===== src/rtl/hamming_decode_sequencer_pkg.sv =====
// hamming_decode_sequencer_pkg: (15,11) Hamming constants, sequencer state encoding and syndrome helper
package hamming_decode_sequencer_pkg;
  localparam int CW_LEN = 15;
  localparam int DATA_LEN = 11;
  localparam logic [3:0] LAST_COUNT = 4'd14;
  typedef enum logic [1:0] {
    IDLE  = 2'd0,
    SHIFT = 2'd1,
    CHECK = 2'd2,
    HOLD  = 2'd3
  } state_t;
  // cw[i] carries codeword position i+1
  function automatic logic [3:0] syndrome_of(input logic [CW_LEN-1:0] cw);
    logic [3:0] s;
    s = 4'd0;
    for (int i = 0; i < CW_LEN; i++) s = cw[i] ? s ^ 4'(i + 1) : s;
    return s;
  endfunction
endpackage


===== src/rtl/hamming_decode_sequencer_syndrome.sv =====
// hamming_15_11_syndrome: combinational codeword -> syndrome and (optionally corrected) 11-bit data
module hamming_15_11_syndrome
  import hamming_decode_sequencer_pkg::*;
#(
  parameter bit CORRECT_EN = 1'b1
) (
  input  logic [CW_LEN-1:0]   cw,
  output logic [3:0]          syn,
  output logic [DATA_LEN-1:0] data
);
  localparam logic [3:0] DPOS [DATA_LEN] = '{4'd3, 4'd5, 4'd6, 4'd7, 4'd9, 4'd10, 4'd11, 4'd12, 4'd13, 4'd14, 4'd15};
  always_comb begin
    syn = syndrome_of(cw);
    for (int j = 0; j < DATA_LEN; j++) data[j] = cw[DPOS[j] - 4'd1] ^ (CORRECT_EN && syn == DPOS[j]);
  end
endmodule


===== src/rtl/hamming_decode_sequencer.sv =====
// hamming_decode_sequencer: serial (15,11) Hamming receiver; shifts a codeword in, corrects
// a single-bit error and presents the data word on a valid/ready handshake.
module hamming_decode_sequencer
  import hamming_decode_sequencer_pkg::*;
#(
  parameter int ERR_CNT_W = 8,
  parameter bit CORRECT_EN = 1'b1
) (
  input  logic                 clk,
  input  logic                 rest_n,
  input  logic                 device_en,
  input  logic                 frame_abort,
  input  logic                 ser_in,
  input  logic                 ser_valid,
  output logic                 ser_ready,
  output logic [DATA_LEN-1:0]  data_out,
  output logic                 data_valid,
  input  logic                 data_ready,
  output logic [3:0]           syndrome,
  output logic                 err_det,
  output logic [ERR_CNT_W-1:0] err_count
);
  state_t state_q, state_d;
  logic live_q;
  logic [3:0] cnt_q, cnt_d;
  logic [CW_LEN-1:0] sr_q, sr_d;
  logic [DATA_LEN-1:0] data_q, data_d, fix_data;
  logic [3:0] syn_q, syn_d, syn_now;
  logic err_q, err_d;
  logic [ERR_CNT_W-1:0] err_cnt_q, err_cnt_d;
  logic accept, load;

  hamming_15_11_syndrome #(.CORRECT_EN(CORRECT_EN)) u_syn (
    .cw   (sr_q),
    .syn  (syn_now),
    .data (fix_data)
  );

  always_ff @(posedge clk or negedge rest_n) begin
    if (!rest_n) state_q <= IDLE;
    else state_q <= state_d;
  end

  always_comb begin
    state_d = state_q;
    case (state_q)
      IDLE:    state_d = accept ? SHIFT : IDLE;
      SHIFT:   state_d = (accept && cnt_q == LAST_COUNT) ? CHECK : SHIFT;
      CHECK:   state_d = HOLD;
      HOLD:    state_d = data_ready ? IDLE : HOLD;
      default: state_d = IDLE;
    endcase
    if (frame_abort) state_d = IDLE;
  end

  // live_q keeps ser_ready low until the first clock after reset release
  always_comb begin
    ser_ready = live_q && device_en && (state_q == IDLE || state_q == SHIFT);
    data_valid = state_q == HOLD;
    data_out = data_q;
    syndrome = syn_q;
    err_det = err_q;
    err_count = err_cnt_q;
  end

  always_comb begin
    accept = ser_valid && ser_ready;
    load = state_q == CHECK && !frame_abort;
    cnt_d = frame_abort ? 4'd0 : accept ? (cnt_q == LAST_COUNT ? 4'd0 : cnt_q + 4'd1) : cnt_q;
    sr_d = frame_abort ? '0 : accept ? {sr_q[CW_LEN-2:0], ser_in} : sr_q;
    data_d = load ? fix_data : data_q;
    syn_d = load ? syn_now : syn_q;
    err_d = load ? syn_now != 4'd0 : err_q;
    err_cnt_d = (load && syn_now != 4'd0 && !(&err_cnt_q)) ? err_cnt_q + 1'b1 : err_cnt_q;
  end

  always_ff @(posedge clk or negedge rest_n) begin
    if (!rest_n) begin
      live_q <= 1'b0;
      cnt_q <= 4'd0;
      sr_q <= '0;
      data_q <= '0;
      syn_q <= 4'd0;
      err_q <= 1'b0;
      err_cnt_q <= '0;
    end else begin
      live_q <= 1'b1;
      cnt_q <= cnt_d;
      sr_q <= sr_d;
      data_q <= data_d;
      syn_q <= syn_d;
      err_q <= err_d;
      err_cnt_q <= err_cnt_d;
    end
  end
endmodule

===== config.mk =====
export PLATFORM = sky130hd
export DESIGN_NAME = hamming_decode_sequencer
export DESIGN_NICKNAME = d
export VERILOG_FILES = /design/src/rtl/hamming_decode_sequencer_pkg.sv /design/src/rtl/hamming_decode_sequencer_syndrome.sv /design/src/rtl/hamming_decode_sequencer.sv
export SDC_FILE = /design/constraint.sdc
export NUM_CORES = 1
export LEC_CHECK = 0
export ABC_AREA = 1
export CAP_MARGIN = 20
export CORE_AREA = 2 2 83 85
export DETAILED_ROUTE_END_ITERATION = 10
export DIE_AREA = 0 0 85 87
export GPL_TIMING_DRIVEN = 0
export SLEW_MARGIN = 20
export SYNTH_ARGS = -nofsm -noshare
export SYNTH_HDL_FRONTEND = slang
export SYNTH_SLANG_ARGS = --single-unit

===== constraint.sdc =====
create_clock -name clk -period 2.3 [get_ports clk]
set_clock_uncertainty 0.15 [all_clocks]
set_input_delay 0.46 -clock clk [delete_from_list [all_inputs] [get_ports clk]]
set_output_delay 0.46 -clock clk [all_outputs]
set_load 0.01 [all_outputs]

==> results of run 1 <==
[power by group]
| part | internal (mW) | switching (mW) |
|---|---|---|
| clock | 0.220 | 0.309 |
| combinational | 0.0315 | 0.0562 |
| sequential | 0.815 | 0.00556 |
| total | 1.07 | 0.371 |
[worst min-delay path, delay by kind of cell (launching register included)]
kind	cells	cell delay, ns
and+or+nand+nor	2	0.10
DFF	1	0.35
[layer usage]
metal	part of all wire [%]	wire length, µm	track usage, %
met5	0	0	0
met4	1.7	115	7.94
met3	3.0	202	3.22
met2	47	3210	31.7
met1	48	3230	25.9
[stage by stage]
| stage | hold WS (ns) | TNS [ns] | instances |
|---|---|---|---|
| final | 0.334 | 0 | 508 |
| after global routing | 0.359 | 0 | 508 |
| after CTS | 0.339 | 0 | 508 |
| after detailed placement | 0.299 | -5.36 | 499 |
| after global placement | 0.314 | -42.51 | 498 |
| after floorplan | 0.0144 | 0 | 386 |
[placed cells by master (no fill, tap or decap), drive strengths merged, types with 3 or more instances in the layout]
cell	instances
nor2	24
xor2	8
buf	8
nand4	7
nand3	57
clkdlybuf4s50	30
ha	3
dfrtp	46
o21ai	23
nor3	3
inv	34
a21oi	3
nand2	155
clkbuf	13
xnor2	4
[area by class of cell]
class / count / area share, %
clock buffers: 5 / 2.03
clock inverters: 3 / 0.738
plain buffers: 14 / 1.81
repair buffers: 34 / 10.3
well taps: 80 / 2.95
inverters: 33 / 3.80
flip-flops and latches: 46 / 34.0
multi-input cells: 293 / 44.4
[flip-flops by register name, indices dropped and copies added (netlist names)]
register / count
syndrome: 4
sr_q: 15
err_count: 8
live_q: 1
state_q: 2
cnt_q: 4
data_out: 11
err_det: 1
[worst paths after layout]
check / end / cells past startpoint
min reg2reg: data_out[10] / 2
max reg2reg: err_count[7] / 15
min: data_out[10] / 2
max: err_count[7] / 15
min in group asynchronous: syndrome[0] / 2
max in group asynchronous: err_count[4] / 3
[cell families (layout without fill, tap and decap cells)]
family | after synthesis | count (layout) | share of synthesized area, %
compound gates | 29 | 29 | 5.51
xor+xnor | 12 | 12 | 4.37
fa+ha+maj | 3 | 3 | 1.32
buf+inv | 47 | 89 | 6.70
flops | 46 | 46 | 40.6
other cells | 1 | 1 | 0.132
simple gates | 248 | 248 | 41.4
[what timing repair did]
action	CTS	global route
hold endpoints to repair	19	0
gates resized for setup	0	3
hold buffers	1	0
endpoints found under the setup margin	0	24
==> results_dict.tcl, run 1 <==
set metrics [dict create \
    seq_area_um2 1150 \
    worst-path-max-fanout 10 \
    power_density_nw_per_um2 424 \
    synth_cells 386 \
    drive_gt1_share_pct 14.5 \
    rsz0062_at_grt "no" \
    cts_tree "built" \
    cts_made_buffers 5 \
    fin_crit_sh_pct 89.7 \
    fin_util_pct 51.6 \
    synth_common_cells "nand2_1 (133), nand3_1 (53), dfrtp_1 (46)" \
    setup.worst_path.start "sr_q[6]" \
    rr_startpoint "sr_q[6]" \
    first_iter_violations 139 \
    cpMaxStageDelayCell "dfrtp_1" \
    max_stage_delay_ns 0.37 \
    diodes 0 \
    io_pins 33 \
    synth_area_um2 2840 \
    cts_setup_buffers 0 \
    cts_buffer_depth 2 \
    reg2reg_slack_ns 0.24 \
    gp_congestion 0.849 \
    antenna_found_initial 0 \
    async_flop_share_pct 100 \
    synthFlopType "dfrtp_1" \
    cts_sinks 46 \
    ys_top_cells_by_area "dfrtp_1 (41%), nand2_1 (18%), nand3_1 (9.3%), nand2_2 (4.4%), o21ai_0 (3.7%)" \
    crit_chain "buf_2 > inv_2 > nand2_1 > nand2_1 > nand2_1 > nand2_1 > nand2_2 > nand2_2 > nand2_1 > nand2_2 > nor2_4 > nand2_8 > nand3_4 > nand2_2 > nand2_1" \
    fin_nets 437 \
    rows 30 \
    place_area_um2 3270 \
    chipHeight_um 87 \
    pre_cts_ws_ns -0.271 \
    firstDrtPassIters 4 \
    synth.avg_cell_area_um2 7.35 \
    critical-path-top-delay-family "simple AND/OR/NAND/NOR gates" \
    arrival_ns 2.12 \
    io_buffers 32 \
    yosysTopAreaCellShare_pct 40.6 \
    ys_types 35 \
    wl_per_cell_um 13.3 \
    cap_violations 0 \
    clock_latency_ns 0.32 \
    maxSlewViolCount 0 \
    status "completed" \
    hold_violations 0 \
    worst_slack_ns 0.237 \
    synth.yosys.seq_area_share_pct 40.6 \
    post-synth-top-count-cell "nand2_1" \
    dp.final_hpwl_mm 5.07 \
    fillers 654 \
    yosysTopAreaCell "dfrtp_1" \
    clockRootBuffer "clkbuf_8" \
    grt_max_degree 28 \
    period_needed_ns 2.06 \
    vias_per_cell 5.10 \
    power_mw 1.44 \
    crit_path_frequent_cell "nand2_1" \
    die_x_um 85 \
    vias 2593 \
    max_freq_ghz 0.485 \
    area_growth_pct 19.4 \
    clk_pin_slew_ns 0.10 \
    start_util_pct 43.2 \
    path_buf_inv 2 \
    ys_ff_latch 46 \
    final_area_um2 3390 \
    ant_nets 0 \
    end_kind "flop" \
    synth-edff-count 0 \
    grt_pass1_wl_mm 11.5 \
    grt_use_total_pct 19.5 \
    ir_drop_mv 0.215 \
    htree_levels 2 \
    wl_mm 6.76 \
    crit_type "flop to flop" \
    yosys_warnings 0 \
    grt_pass1_vias 2375 \
    min_from "data_out[10]" \
    power_leakage_nw 1.70 \
    syn_nets 396 \
    critPathRequiredTime_ns 2.36 \
    drc 0 \
    core_um2 6570 \
    min-delay-path-class "flop to flop" \
    multiInputGateArea_um2 1510 \
    cp-start-kind "flop" \
    setup_viol 0 \
    overflow 0 \
    dieArea_um2 7400 \
]
Note: power is estimated with default switching activity, not from simulation.
==> inputs of run 2 (changes only) <==
--- a/config.mk
+++ b/config.mk
@@ -15,3 +15,4 @@
 export SYNTH_ARGS = -nofsm -noshare
 export SYNTH_HDL_FRONTEND = slang
 export SYNTH_SLANG_ARGS = --single-unit
+export TNS_END_PERCENT = 100
==> results of run 2 <==
No change in the layout: final DEF, timing and power equal those of run 1.
